**src/rtl/blake2_block_sched.sv**
```systemverilog
// BLAKE2b block sequencer: fills the core's message memory, zero-pads the final block,
// starts one compression per block and streams the digest. Define BLAKE2_SCHED_ERR_EN for err_o.
module blake2_block_sched #(
  parameter int unsigned BLOCK_BYTES = 64,
  parameter int unsigned T_W         = 64,
  parameter int unsigned NN_MAX      = 64,
  localparam int unsigned AW         = $clog2(BLOCK_BYTES),
  localparam int unsigned IW         = $clog2(NN_MAX)
) (
  input  logic           clk,
  input  logic           reset,
  input  logic [7:0]     kk_i,
  input  logic [7:0]     nn_i,
  input  logic [T_W-1:0] ll_i,
  input  logic           data_v_i,
  input  logic [7:0]     data_i,
  input  logic [AW-1:0]  data_idx_i,
  input  logic           block_first_i,
  output logic           ready_o,
  output logic           msg_we_o,
  output logic [AW-1:0]  msg_addr_o,
  output logic [7:0]     msg_wdata_o,
  output logic           core_start_o,
  output logic           core_first_o,
  output logic           core_last_o,
  output logic [T_W-1:0] core_t_o,
  input  logic           core_done_i,
  output logic [IW-1:0]  hash_idx_o,
  input  logic [7:0]     hash_i,
  output logic           hash_v_o,
  output logic [7:0]     hash_o,
  output logic           hash_finished_o
`ifdef BLAKE2_SCHED_ERR_EN
  ,
  output logic           err_o
`endif
);

  localparam int unsigned NW = $clog2(NN_MAX + 1);
  localparam logic [AW-1:0] LAST_IDX = AW'(BLOCK_BYTES - 1);

  typedef enum logic [2:0] {
    S_IDLE,
    S_FILL,
    S_PAD,
    S_COMP,
    S_OUT
  } state_t;

  state_t         r_state;
  logic [T_W-1:0] r_t;
  logic           r_first_flag;
  logic           r_last;
  logic [AW-1:0]  r_pad_addr;
  logic [IW-1:0]  r_hash_idx;
  logic           r_ready;
  logic           r_msg_we;
  logic [AW-1:0]  r_msg_addr;
  logic [7:0]     r_msg_wdata;
  logic           r_core_start;
  logic           r_core_first;
  logic           r_core_last;
  logic           r_hash_v;
  logic [7:0]     r_hash;
  logic           r_hash_fin;

  logic [T_W-1:0] w_total;
  logic [T_W-1:0] w_t_base;
  logic [T_W-1:0] w_t_next;
  logic           w_final;
  logic           w_take;
  logic [NW-1:0]  w_nn_eff;
  logic           w_hash_last;

  // A block_first byte restarts the count; the key block adds a full block to the total.
  assign w_total     = ll_i + ((kk_i != 8'd0) ? T_W'(BLOCK_BYTES) : '0);
  assign w_t_base    = block_first_i ? '0 : r_t;
  assign w_t_next    = w_t_base + T_W'(1);
  assign w_final     = (w_t_next == w_total);
  assign w_take      = data_v_i & (((r_state == S_IDLE) & block_first_i) | (r_state == S_FILL));
  assign w_nn_eff    = ((nn_i == 8'd0) || (32'(nn_i) > NN_MAX)) ? NW'(NN_MAX) : NW'(nn_i);
  assign w_hash_last = (NW'(r_hash_idx) == (w_nn_eff - NW'(1)));

  always_ff @(posedge clk) begin
    if (reset) begin
      r_state      <= S_IDLE;
      r_t          <= '0;
      r_first_flag <= 1'b0;
      r_last       <= 1'b0;
      r_pad_addr   <= '0;
      r_hash_idx   <= '0;
      r_ready      <= 1'b1;
      r_msg_we     <= 1'b0;
      r_msg_addr   <= '0;
      r_msg_wdata  <= '0;
      r_core_start <= 1'b0;
      r_core_first <= 1'b0;
      r_core_last  <= 1'b0;
      r_hash_v     <= 1'b0;
      r_hash       <= '0;
      r_hash_fin   <= 1'b0;
    end else begin
      r_msg_we     <= 1'b0;
      r_msg_addr   <= '0;
      r_msg_wdata  <= '0;
      r_core_start <= 1'b0;
      r_core_first <= 1'b0;
      r_core_last  <= 1'b0;
      r_hash_v     <= 1'b0;
      r_hash       <= '0;
      r_hash_fin   <= 1'b0;
      case (r_state)
        S_IDLE, S_FILL: begin
          if (w_take) begin
            if (block_first_i) begin
              r_first_flag <= 1'b1;
            end
            if (block_first_i && (w_total == '0)) begin
              // Empty message: the trigger byte is discarded and the whole block is padding.
              r_t        <= '0;
              r_pad_addr <= '0;
              r_ready    <= 1'b0;
              r_state    <= S_PAD;
            end else begin
              r_t         <= w_t_next;
              r_msg_we    <= 1'b1;
              r_msg_addr  <= data_idx_i;
              r_msg_wdata <= data_i;
              if (data_idx_i == LAST_IDX) begin
                r_state      <= S_COMP;
                r_ready      <= 1'b0;
                r_last       <= w_final;
                r_core_start <= 1'b1;
                r_core_first <= block_first_i | r_first_flag;
                r_core_last  <= w_final;
                r_first_flag <= 1'b0;
              end else if (w_final) begin
                r_state    <= S_PAD;
                r_ready    <= 1'b0;
                r_pad_addr <= data_idx_i + AW'(1);
              end else begin
                r_state <= S_FILL;
              end
            end
          end
        end
        S_PAD: begin
          r_msg_we    <= 1'b1;
          r_msg_addr  <= r_pad_addr;
          r_msg_wdata <= 8'h00;
          r_pad_addr  <= r_pad_addr + AW'(1);
          if (r_pad_addr == LAST_IDX) begin
            r_state      <= S_COMP;
            r_last       <= 1'b1;
            r_core_start <= 1'b1;
            r_core_first <= r_first_flag;
            r_core_last  <= 1'b1;
            r_first_flag <= 1'b0;
          end
        end
        S_COMP: begin
          // Start pulse is visible during the first COMP cycle, so a same-cycle done is honoured.
          if (core_done_i) begin
            if (r_last) begin
              r_state    <= S_OUT;
              r_hash_idx <= '0;
            end else begin
              r_state <= S_FILL;
              r_ready <= 1'b1;
            end
          end
        end
        S_OUT: begin
          r_hash_v   <= 1'b1;
          r_hash     <= hash_i;
          r_hash_idx <= r_hash_idx + IW'(1);
          if (w_hash_last) begin
            r_hash_fin <= 1'b1;
            r_hash_idx <= '0;
            r_ready    <= 1'b1;
            r_state    <= S_IDLE;
          end
        end
        default: begin
          r_state <= S_IDLE;
          r_ready <= 1'b1;
        end
      endcase
    end
  end

`ifdef BLAKE2_SCHED_ERR_EN
  logic w_idx_bad;
  logic r_err;

  // Expected byte position is the running count modulo the block size.
  assign w_idx_bad = (data_idx_i != w_t_base[AW-1:0]);

  always_ff @(posedge clk) begin
    if (reset) begin
      r_err <= 1'b0;
    end else if (w_take && (r_state == S_IDLE)) begin
      r_err <= w_idx_bad;
    end else if ((data_v_i && !r_ready) || (w_take && (block_first_i || w_idx_bad))) begin
      r_err <= 1'b1;
    end
  end

  assign err_o = r_err;
`endif

  assign ready_o         = r_ready;
  assign msg_we_o        = r_msg_we;
  assign msg_addr_o      = r_msg_addr;
  assign msg_wdata_o     = r_msg_wdata;
  assign core_start_o    = r_core_start;
  assign core_first_o    = r_core_first;
  assign core_last_o     = r_core_last;
  assign core_t_o        = r_t;
  assign hash_idx_o      = r_hash_idx;
  assign hash_v_o        = r_hash_v;
  assign hash_o          = r_hash;
  assign hash_finished_o = r_hash_fin;

endmodule
```
**config.mk**
```make
export PLATFORM = sky130hd
export DESIGN_NAME = blake2_block_sched
export DESIGN_NICKNAME = d
export VERILOG_FILES = /design/src/rtl/blake2_block_sched.sv
export SDC_FILE = /design/constraint.sdc
export NUM_CORES = 1
export LEC_CHECK = 0
export CAP_MARGIN = 10
export CORE_MARGIN = 5
export CORE_UTILIZATION = 54
export CTS_BUF_LIST = sky130_fd_sc_hd__clkbuf_8
export DETAILED_ROUTE_END_ITERATION = 7
export HOLD_SLACK_MARGIN = 0.02
export PLACE_DENSITY = 0.88
export SLEW_MARGIN = 20
export SYNTH_ARGS = -nofsm -noshare
export SYNTH_HDL_FRONTEND = slang
export SYNTH_SLANG_ARGS = --single-unit
```
**constraint.sdc**
```tcl
create_clock -name clk -period 8 [get_ports clk]
set_input_delay 2 -clock clk [delete_from_list [all_inputs] [get_ports clk]]
set_output_delay 2 -clock clk [all_outputs]
set_load 0.005 [all_outputs]
```
* Word level (Yosys, flattened, before mapping)
Cells that the tools add are included.
** Word-level totals
- Flip-flop bits (word level) :: 110
- Input port bits :: 107
- Logic and storage cells :: 131
** Operators by class
- $add $sub $neg :: 6
- $lt $le $gt $ge :: 1
- Equal/unequal tests :: 19
- Multiplexer cells :: 63
- Bitwise logic cells :: 8
- Reductions and logical operators :: 18
** Operators by type and width (number)
- two-way mux 64 bit :: 2
- adder 64 x 1 -> 64 bit (second input constant) :: 1
- adder 64 x 7 -> 64 bit :: 1
- equality test 64 bit :: 1
- logical NOT 64 bit :: 1
- two-way mux 6 bit :: 9
- case mux 6 bit (2 select lines) :: 3
- two-way mux 1 bit :: 31
- adder 6 x 1 -> 6 bit (second input constant) :: 3
- inequality test 2 bit (second input constant) :: 8
- two-way mux 3 bit :: 5
- two-way mux 7 bit :: 2
- equality test 6 bit (second input constant) :: 2
- case mux 1 bit (2 select lines) :: 6
- case mux 3 bit (4 select lines) :: 1
- greater-than comparator 8 x 7 -> 1 bit (second input constant) :: 1
- logical NOT 8 bit :: 1
- AND reduction 4 bit :: 2
- nonzero test 8 bit :: 1
- equality test 6 x 7 -> 1 bit :: 1
- subtractor 7 x 1 -> 7 bit (second input constant) :: 1
- equality test 3 x 2 -> 1 bit (second input constant) :: 2
- two-way mux 2 bit :: 3
- inequality test 3 bit (second input constant) :: 2
- 17 further kinds :: 25

* Logic depth before layout (Yosys ltp)
Gate-level depths: netlist of run 1.
- Word-level depth :: 9
- Depth in mapped cells :: 20
- Gate-level depth less buffers :: 15

* Worst setup path after synthesis of run 1
OpenSTA, ideal clock, no wires.
- Path kind :: input to register
- From :: in block_first_i
- To :: reg r_pad_addr[3]
- Setup time :: 0.092 ns
- Arrival time :: 6.210 ns
- Required time :: 7.908 ns
- Setup slack :: 1.698 ns
- Stages :: 18
- Path through :: buf_2 -> buf_6 -> clkbuf_1 -> clkbuf_1 -> clkbuf_1 -> clkbuf_1 -> nor2b_1 -> ha_1 -> nand3b_1 -> nor4_1 -> nand4_1 -> xnor2_1 -> mux2_2 -> or4b_1 -> nor4_1 -> nor4b_2 -> nor2_1 -> o32ai_1
** On the way
- Cells in the longest elaborated chain, start to end :: 5
** RTL lines
- from (decl) :: RTL line 18 : input logic block_first_i,
- two-way mux 64 bit or AND 1 bit (tied branches) :: RTL line 77, 80
- adder 64 x 1 -> 64 bit or OR 1 bit (tied branches) :: RTL line 78, 80
- equality test 64 bit or AND 1 bit (tied branches) :: RTL line 79, 80
- inequality test 3 bit (no line) or inequality test 2 bit (tied branches)
- AND reduction 4 bit (no line)
- to (signal assigned) :: RTL line 140 : r_pad_addr <= data_idx_i + AW'(1);
- to (signal assigned) :: RTL line 151 : r_pad_addr <= r_pad_addr + AW'(1);
- to (decl) :: RTL line 54 : logic [AW-1:0] r_pad_addr;
Several ways; a longest one is shown, not always the timed one. The select of a mux whose other input is x is not followed.
A chain may end at the register's enable or synchronous reset.

* Final worst setup path of run 1
- From :: in kk_i[1]
- To :: reg r_t[8], in the netlist core_t_o[8]
** On the way
- Cells in the longest elaborated chain, start to end :: 6
** RTL lines
- from (decl) :: RTL line 12 : input logic [7:0] kk_i,
- nonzero test 8 bit :: RTL line 76 : assign w_total = ll_i + ((kk_i != 8'd0) ? T_W'(BLOCK_BYTES) : '0);
- two-way mux 7 bit :: RTL line 76
- adder 64 x 7 -> 64 bit :: RTL line 76
- logical NOT 64 bit :: RTL line 118 : if (block_first_i && (w_total == '0)) begin
- logical AND 1 bit :: RTL line 118
- two-way mux 64 bit :: RTL line 118
- to (signal assigned) :: RTL line 125 : r_t <= w_t_next;
- to (decl) :: RTL line 51 : logic [T_W-1:0] r_t;
No other way between the ends.

==> results.md, run 1 <==
- Ys async rst share: 0%
- Yosys reg bits: 110
- R2r endpoint: r_pad_addr[0]
- Top cells by area, synth: dfxtp_1 22%, xnor2_1 7.6%, nand2_1 4.9%
- Synth top area share: 21.6%
- Logic pwr share: 21.1%
- Setup CP Type: in -> reg
- Unrepaired setup endpoints after global routing: no
- Fmax: 152 MHz
- Nets: 1651
- Die Wd: 147 µm
- Setup crit start kind: input port
- CP most frequent cell: or4_1
- Worst Hold Endpoint: r_last
- CP peak stage delay: 720 ps
- Initial antenna violation count: 0
- Final hold violation count: 0
- Synthesized area: 10200 µm²
- Fillcell total: 1605
- Die area: 21800 µm²
- Detail Route Antenna Nets: 0
- Initial Utilization: 54.8%
- Synth unique cells: 88
- Core Util, Final: 67.2%
- Routed length on met2: 16900 µm
- Layout cells sized above 1: 5.06%
- Least-Margin Pin Slew: 1150 ps
- Clock share of power: 30.5%
- HP Start: r_last
- PostCTS Resize Cnt: 0
- Setup bufs post-CTS: 0
- Sw power: 352 µW
- Post-synth EDFFs: 0
- Number of global-route vias before repair: 10900
- Io pins: 206
- Post-Syn Instances: 1386
- Synth cell count leaders: 132 x nand2_1, 110 x dfxtp_1, 92 x nor2_1, 89 x xnor2_1, 78 x o21ai_0
- Wire per inst: 21.8 µm
- Via density: 6.81
- Critical-path cell list: clkdlybuf4s50_1 -> nor4_1 -> nand2_1 -> ha_1 -> ha_1 -> nand3_1 -> or4_1 -> o31a_1 -> a211oi_2 -> o2111ai_1 -> or4_1 -> or4_1 -> nand4_1 -> buf_4 -> a31oi_1 -> o21ai_0 -> o41ai_1
- Final Non-Filler Cells: 1776
- Clock tree from TritonCTS: done
- Fin Hold WS: 486 ps
- CP top delay family: simple AND/OR/NAND/NOR gates
- GR Util All Layers: 33.9%
- DRC viols: 0
- Max_cap viols: 0
- Die H: 147 µm
- Post-synthesis sequential area ratio: 21.6%
- Worst setup EP type: flop
- Inst Count DP: 1760
- TritonCTS Buffers: 9
- HP Class: reg -> reg
- CTS Sinks: 110
- Later-pin clock latency in the skew report: 390 ps
- Final period util: 82.2%
- Final Cell Area: 12500 µm²
- Syn Area/Cell: 7.37 µm²
- CP max FO: 16
- Syn Nets: 1500
- Antenna cells: 0
- Post-cts hold buffer count: 0
- Sequential share of power: 48.4%
- Worst r2r src: core_t_o[7]
- Initial DRC Count: 1496
- Critical Path RT: 8280 ps
- Status: complete, no violations
- Slowest CP cell: or4_1
- First drt pass iteration count: 6
- Largest net degree at the start of global routing: 98
- Tot Pwr: 1.15 mW
- Final setup fails: 0
- YS warnings: 0
- Hold Path Stages: 2
- P_leak: 3.92 nW
- Via Count: 12100
- Crit path buf inv count: 2
- HPWL after detailed placement: 29800 µm
- Slew headroom: 22.2%
- Area Growth Syn to Fin: 22.7%
- Maximum VDD drop: 0.0700 mV
- Clock Path Buffers: 2
- R2r setup slk: 2940 ps
- Number of H-tree levels: 3
- Site Rows: 50
- First-pass GRT wire length: 60100 µm
- Crit path time final: 6580 ps
- Area post-placement: 12300 µm²
- Sw Share: 30.7%
- Cell taking the most area after synthesis: dfxtp_1
- Arr. time, crit path: 6860 ps
- Clock root buffer master: clkbuf_8
- Top-count cell post-synth: nand2_1
- Final GP Congestion: 1.04
- Core area: 18600 µm²
- Synth Flop Type: dfxtp_1
- Final Worst Setup Slack: 1420 ps
- Gr ovfl total: 0
- Buffers on Ports: 205
- Highest routed layer: met4
- Met3 WL: 4990 µm
- R2R cell count: 11
- Worst-path clk slew: 130 ps
- Setup TNS: 0 ps
- Worst slack, placed: 1110 ps
- Pwr dens: 91.5 nW/µm²
- Cell-internal power: 794 µW
- Final wirelength: 38700 µm
- WL met1: 15700 µm
- Fin Clk Skew: 22.9 ps
- Slew Limit Fails: 0
[cell type report]
cell class,count,area (µm²),area share [%]
multi-input combinational,1160,7520,60.0
clock buffer,10,138,1.10
clock inverter,6,61.3,0.489
timing repair buffer,222,2190,17.5
inverter,34,128,1.02
sequential,110,2200,17.6
tap,234,293,2.34
[power by group through the flow]
stage	combinational [mW]	clock (mW)	sequential (mW)
2_1_floorplan	0.124	0	0.567
3_3_place_gp	0.232	0	0.568
3_5_place_dp	0.235	0	0.568
4_1_cts	0.236	0.351	0.555
5_1_grt	0.257	0.375	0.556
6_report	0.242	0.350	0.555
[registers in the layout (all words and copies together), names as in the netlist]
name             flops
msg_wdata_o          8
core_first_o         1
r_last               1
hash_o               8
hash_v_o             1
msg_we_o             1
core_t_o            64
r_state              3
r_pad_addr           6
core_start_o         1
hash_finished_o      1
msg_addr_o           6
hash_idx_o           6
core_last_o          1
r_first_flag         1
ready_o              1
[metal layers]
layer  GRT usage (%)  vias up
li1                -     5559
met1            47.1     5591
met2            53.1      846
met3            7.14       99
met4            10.2        0
met5               0        -
[layout by cell type, fill, tap and decap left out, drive strengths merged, types with 6 or more instances in the layout]
master         instances
a211oi                22
a21boi                 6
a21o                   8
a21oi                 36
a22o                  21
a31oi                 16
and2                  28
and3                  28
and4                  18
buf                   18
clkbuf                10
clkdlybuf4s50        204
dfxtp                110
ha                     7
inv                   35
nand2                132
nand2b                 8
nand3                 72
nand3b                17
nand4                 68
nand4b                14
nor2                  93
nor2b                 31
nor3                  62
nor4                  67
nor4b                  6
o211ai                11
o21a                  13
o21ai                 81
o31a                   7
o31ai                 11
o41ai                  6
or2                   14
or3                   26
or4                   23
xnor2                 89
xor2                  31
[cell families after synthesis]
group                    share of synthesized area [%]
buffers and inverters                             4.83
XOR/XNOR                                          11.6
AND/OR/NAND/NOR                                   40.2
flip-flops                                        21.6
adder cells (fa/ha/maj)                          0.956
multiplexers                                     0.613
AO/OA/AOI/OAI                                     20.2
[how the worst max path moves through the flow]
| stage | from | to | slack (ps) | cells past startpoint |
|---|---|---|---|---|
| finish | kk_i[1] | core_t_o[8] | 1420 | 17 |
| CTS | kk_i[1] | core_t_o[63] | 1490 | 17 |
| global route | kk_i[1] | r_pad_addr[0] | 1160 | 16 |
| global placement | kk_i[1] | core_t_o[63] | 1170 | 17 |
| detailed placement | kk_i[0] | core_t_o[63] | 1110 | 17 |
| floorplan | block_first_i | r_pad_addr[3] | 1700 | 18 |
[tightest hold or removal path, cell delays in order, from the launching register on]
cell	delay [ps]
dfxtp_1	340
nand2_1	60
a21oi_1	50
No activity file was read; power rests on OpenSTA's default activity.
==> run 2, diff against run 1 <==
==> constraint.sdc (replaced) <==
create_clock -name clk -period 6.81 [get_ports clk]
set_input_delay 1.7025 -clock clk [delete_from_list [all_inputs] [get_ports clk]]
set_output_delay 1.7025 -clock clk [all_outputs]
set_load 0.005 [all_outputs]
==> results.md, run 2 (same netlist as run 1, synthesis figures left out) <==
- R2R cell count: 12 (+1)
- Slew headroom: 28.6% (+6.4 points)
- Area post-placement: 12400 µm² (+0.95%)
- HP Class: reg -> reg
- Antenna cells: 0 (unchanged)
- Max_cap viols: 0 (unchanged)
- Nets: 1667 (+0.97%)
- Clock root buffer master: clkbuf_8
- Die area: 21800 µm² (unchanged)
- Final period util: 92.6%
- HPWL after detailed placement: 30600 µm (+2.8%)
- Area Growth Syn to Fin: 23.9%
- Final setup fails: 0 (unchanged)
- Die Wd: 147 µm (unchanged)
- First drt pass iteration count: 6 (unchanged)
- Post-cts hold buffer count: 0 (unchanged)
- Wire per inst: 21.9 µm (+0.65%)
- GR Util All Layers: 34.4% (+0.47 points)
- Io pins: 206 (unchanged)
- Maximum VDD drop: 0.0831 mV (+19%)
- Fillcell total: 1665 (+3.7%)
- Crit path time final: 6310 ps
- Met1 Use GR: 45.0% (-2.1 points)
- Clock tree from TritonCTS: done
- Arr. time, crit path: 6590 ps (-270 ps)
- Final wirelength: 39300 µm (+1.6%)
- Slew Limit Fails: 0 (unchanged)
- Largest net degree at the start of global routing: 37 (-62%)
- CTS Sinks: 110 (unchanged)
- P_leak: 3.99 nW (+2.0%)
- Max reg flops: 64 (unchanged)
- Detail Route Antenna Nets: 0 (unchanged)
- Most common cell after layout, fill and taps aside: clkdlybuf4s50_1
- Initial DRC Count: 1444 (-3.5%)
- Met2 usage: 54.0% (+0.97 points)
- GRT met3 Usage: 9.75% (+2.6 points)
- Gr ovfl total: 0 (unchanged)
- Later-pin clock latency in the skew report: 400 ps (about the same)
- Clock Path Buffers: 2 (unchanged)
- Setup CP Type: in -> reg
- Final Worst Setup Slack: 502 ps (-922 ps)
- Final hold violation count: 0 (unchanged)
- Unrepaired setup endpoints after global routing: no
- Gr busiest metal: met2
- Worst-path clk slew: 110 ps (-20 ps)
- Least-Margin Pin Slew: 1060 ps (-95.5 ps)
- Core area: 18600 µm² (unchanged)
- Setup crit start kind: input port
- Initial Utilization: 54.8% (unchanged)
- Most frequent cells in the layout: 204 x clkdlybuf4s50_1, 132 x nand2_1, 110 x dfxtp_1
- Fmax: 159 MHz
- Layout cells sized above 1: 6.03% (+0.98 points)
- DRC viols: 0 (unchanged)
- Initial antenna violation count: 0 (unchanged)
- Site Rows: 50 (unchanged)
- Via density: 6.79 (-0.28%)
- Worst slack, placed: 55.1 ps (-1050 ps)
- Die H: 147 µm (unchanged)
- Hold Path Stages: 2 (unchanged)
- Final GP Congestion: 1.03 (-0.62%)
- Setup TNS: 0 ps (unchanged)
- Fin Clk Skew: 21.0 ps (-1.87 ps)
- Final Cell Area: 12600 µm² (+0.93%)
- Number of H-tree levels: 3 (unchanged)
- Status: complete, no violations
- TritonCTS Buffers: 9 (unchanged)
- Number of global-route vias before repair: 11100 (+1.6%)
- Critical Path RT: 7090 ps (-1190 ps)
- Worst setup EP type: flop
- CP max FO: 27 (+11)
- Via Count: 12200 (+0.62%)
- First-pass GRT wire length: 60400 µm (+0.53%)
- Pwr dens: 106 nW/µm² (+16%)
- Buffers on Ports: 205 (unchanged)
run 2: cell count changes in the layout (fill, tap and decap cells not counted), sizes merged:
cell,before,now
buf,18,34
clkinv,4,6
clkbuf,10,9
clkinvlp,1,0
run 2: final cells by class:
type	instances	area [µm²]	area share, %
inverters	34	128	1.01
flip-flops and latches	110	2200	17.4
multi-input cells	1160	7520	59.5
clock inverters	7	67.6	0.534
well taps	234	293	2.32
clock buffers	9	124	0.980
repair buffers	238	2310	18.2
run 2: worst paths after layout:
path | start | end | slack (ps)
setup reg to reg | core_t_o[7] | r_pad_addr[3] | 1660
setup / recovery | kk_i[6] | core_t_o[28] | 500
hold reg to reg | r_last | r_last | 500
hold / removal | r_last | r_last | 500
run 2: repair_timing:
action | in CTS | in global routing
gates resized for setup | 0 | 1
buffers inserted | 0 | 0
endpoints found under the setup margin | 0 | 1
endpoints found under the hold margin | 0 | 0
run 2: critical path: stages:
cell and delay (ps):
clkdlybuf4s50_1 480, nor4_1 50, nand2_1 60, ha_1 200, ha_1 280, nand3_1 170, or4_1 720, o31a_1 370
a211oi_2 210, o2111ai_1 130, or4_1 560, or4_1 640, nand2_1 260, nor2_2 140, buf_4 320, nand2_1 180
o21ai_0 100
run 2: layer usage:
layer	up-vias	wire length, µm
li1	5580	-
met3	117	5260
met1	5606	15400
met5	-	0
met2	867	17200
met4	0	1480
run 2: report_power, final:
group	switching, mW	leakage, nW	internal (mW)
Combinational	0.154	3.01	0.134
Sequential	0.00423	0.888	0.648
Clock	0.263	0.0989	0.143
Total	0.421	3.99	0.925
run 2: through the flow:
step	power, mW	hold WS (ps)	utilization, %	instances
2_1_floorplan	0.811	440	-	1386
6_report	1.35	496	67.8	1792
3_5_place_dp	0.947	481	66.8	1776
4_1_cts	1.34	502	67.8	1792
3_3_place_gp	0.941	471	66.8	1776
5_1_grt	1.39	528	67.8	1792
==> run 3, diff against run 2 <==
--- a/config.mk
+++ b/config.mk
@@ -11,7 +11,7 @@
 export CTS_BUF_LIST = sky130_fd_sc_hd__clkbuf_8
 export DETAILED_ROUTE_END_ITERATION = 7
 export HOLD_SLACK_MARGIN = 0.02
-export PLACE_DENSITY = 0.88
+export PLACE_DENSITY = 0.89
 export SLEW_MARGIN = 20
 export SYNTH_ARGS = -nofsm -noshare
 export SYNTH_HDL_FRONTEND = slang
==> results.md, run 3 (same netlist as run 1, synthesis figures left out) <==
- TritonCTS Buffers: 9 (unchanged)
- Maximum VDD drop: 0.0768 mV (-7.5%)
- GR Util All Layers: 33.2% (-1.2 points)
- Initial antenna violation count: 0 (unchanged)
- Setup crit start kind: input port
- Post-cts hold buffer count: 0 (unchanged)
- Layout cells sized above 1: 5.60% (-0.43 points)
- R2r setup slk: 1420 ps (-240 ps)
- First drt pass iteration count: 5 (-1)
- Clock tree from TritonCTS: done
- Initial DRC Count: 1744 (+21%)
- Least-Margin Pin Slew: 1020 ps (-32.0 ps)
- Slew Limit Fails: 0 (unchanged)
- CTS Sinks: 110 (unchanged)
- Clock Path Buffers: 2 (unchanged)
- DRC viols: 0 (unchanged)
- Number of global-route vias before repair: 10900 (-1.8%)
- Most common cell after layout, fill and taps aside: clkdlybuf4s50_1
- Clock root buffer master: clkbuf_8
- Detail Route Antenna Nets: 0 (unchanged)
- Worst setup EP type: flop
- Slowest CP cell: or4_1
- Unrepaired setup endpoints after global routing: no
- Worst-path clk slew: 120 ps (about the same)
- Via density: 6.79 (about the same)
- Fin Hold WS: 492 ps (-3.71 ps)
- Setup bufs post-CTS: 0 (unchanged)
- Largest net degree at the start of global routing: 48 (+30%)
- First-pass GRT wire length: 58900 µm (-2.5%)
- HPWL after detailed placement: 29500 µm (-3.5%)
- Final period util: 90.9% (-1.7 points)
- Slew headroom: 31.1% (+2.5 points)
- Site Rows: 50 (unchanged)
- Later-pin clock latency in the skew report: 380 ps (-20 ps)
- Nets: 1662 (-0.30%)
- Die area: 21800 µm² (unchanged)
- Final GP Congestion: 1.02 (-1.1%)
- Final wirelength: 38000 µm (-3.3%)
- Critical Path RT: 7090 ps (about the same)
- HP Class: reg -> reg
- Pwr dens: 106 nW/µm² (-0.60%)
- Max_cap viols: 0 (unchanged)
- Buffers on Ports: 205 (unchanged)
- Setup TNS: 0 ps (unchanged)
- PostCTS Resize Cnt: 0 (unchanged)
- Fmax: 162 MHz (+1.9%)
- Most frequent cells in the layout: 204 x clkdlybuf4s50_1, 132 x nand2_1, 110 x dfxtp_1
- Wire per inst: 21.3 µm (-3.0%)
- CP most frequent cell: or4_1
- Area Growth Syn to Fin: 23.3%
- Crit path time final: 6190 ps (-118 ps)
- Fin Clk Skew: 17.7 ps (-3.39 ps)
- Number of H-tree levels: 3 (unchanged)
- Fillcell total: 1609 (-3.4%)
- Final hold violation count: 0 (unchanged)
- Gr ovfl total: 0 (unchanged)
- Via Count: 12100 (-0.28%)
- Antenna cells: 0 (unchanged)
- Die Wd: 147 µm (unchanged)
- Status: complete, no violations
- Io pins: 206 (unchanged)
- Setup CP Type: in -> reg
- CP max FO: 17 (-37%)
- CP peak stage delay: 720 ps (about the same)
- Max reg flops: 64 (unchanged)
- Final setup fails: 0 (unchanged)
- Die H: 147 µm (unchanged)
- Initial Utilization: 54.8% (unchanged)
- Arr. time, crit path: 6470 ps (-120 ps)
- P_leak: 3.97 nW (-0.68%)
- Critical-path cell list: clkdlybuf4s50_1 -> nor4_1 -> nand2_1 -> ha_1 -> ha_1 -> nand3_1 -> or4_1 -> o31a_1 -> a211oi_2 -> o2111ai_1 -> or4_1 -> or4_1 -> nand2_1 -> nor2_2 -> buf_4 -> a32o_1
- Core area: 18600 µm² (unchanged)
==> run 3: final timing paths <==
path                from       endpoint  cells past startpoint
max              kk_i[3]    core_t_o[2]                     16
min               r_last         r_last                      2
max reg2reg  core_t_o[7]  r_pad_addr[3]                     11
min reg2reg       r_last         r_last                      2
==> run 3: critical path, delay by kind of cell <==
kind	cells	cell delay, ps
AND/OR/NAND/NOR	8	2600
buffers and inverters	2	740
adder cells (fa/ha/maj)	2	440
AO/OA/AOI/OAI	4	970
==> run 3: metal layers <==
| metal | vias to the layer above | GRT usage [%] | share of wire (%) |
|---|---|---|---|
| met5 | - | 1.36 | 0.076 |
| met4 | 2 | 12.2 | 3.9 |
| met3 | 119 | 7.27 | 14 |
| met2 | 922 | 50.9 | 43 |
| met1 | 5514 | 45.8 | 39 |
| li1 | 5579 | - | - |
==> run 3: area by class of cell <==
| type | count | area, µm² | share of cell area (%) |
|---|---|---|---|
| Inverter | 34 | 128 | 1.01 |
| Clock inverter | 6 | 51.3 | 0.408 |
| Multi-Input combinational cell | 1160 | 7520 | 59.7 |
| Timing Repair Buffer | 233 | 2260 | 17.9 |
| Clock buffer | 10 | 138 | 1.09 |
| Sequential cell | 110 | 2200 | 17.5 |
| Tap cell | 234 | 293 | 2.33 |
==> run 3: through the flow <==
step                cells  utilization [%]  power [mW]  cell area (µm²)  setup WS, ps
floorplan            1386                -       0.811            10200           806
global placement     1771             66.5       0.938            12400           409
detailed placement   1771             66.5       0.943            12400           303
CTS                  1787             67.5        1.33            12600           706
global route         1787             67.5        1.38            12600           429
finish               1787             67.5        1.33            12600           620
==> run 3: where the power goes <==
| part | total, mW | leakage, nW | internal, mW | switching, mW |
|---|---|---|---|---|
| Clock | 0.395 | 0.0985 | 0.150 | 0.245 |
| Combinational | 0.284 | 2.98 | 0.133 | 0.151 |
| Sequential | 0.652 | 0.888 | 0.648 | 0.00419 |
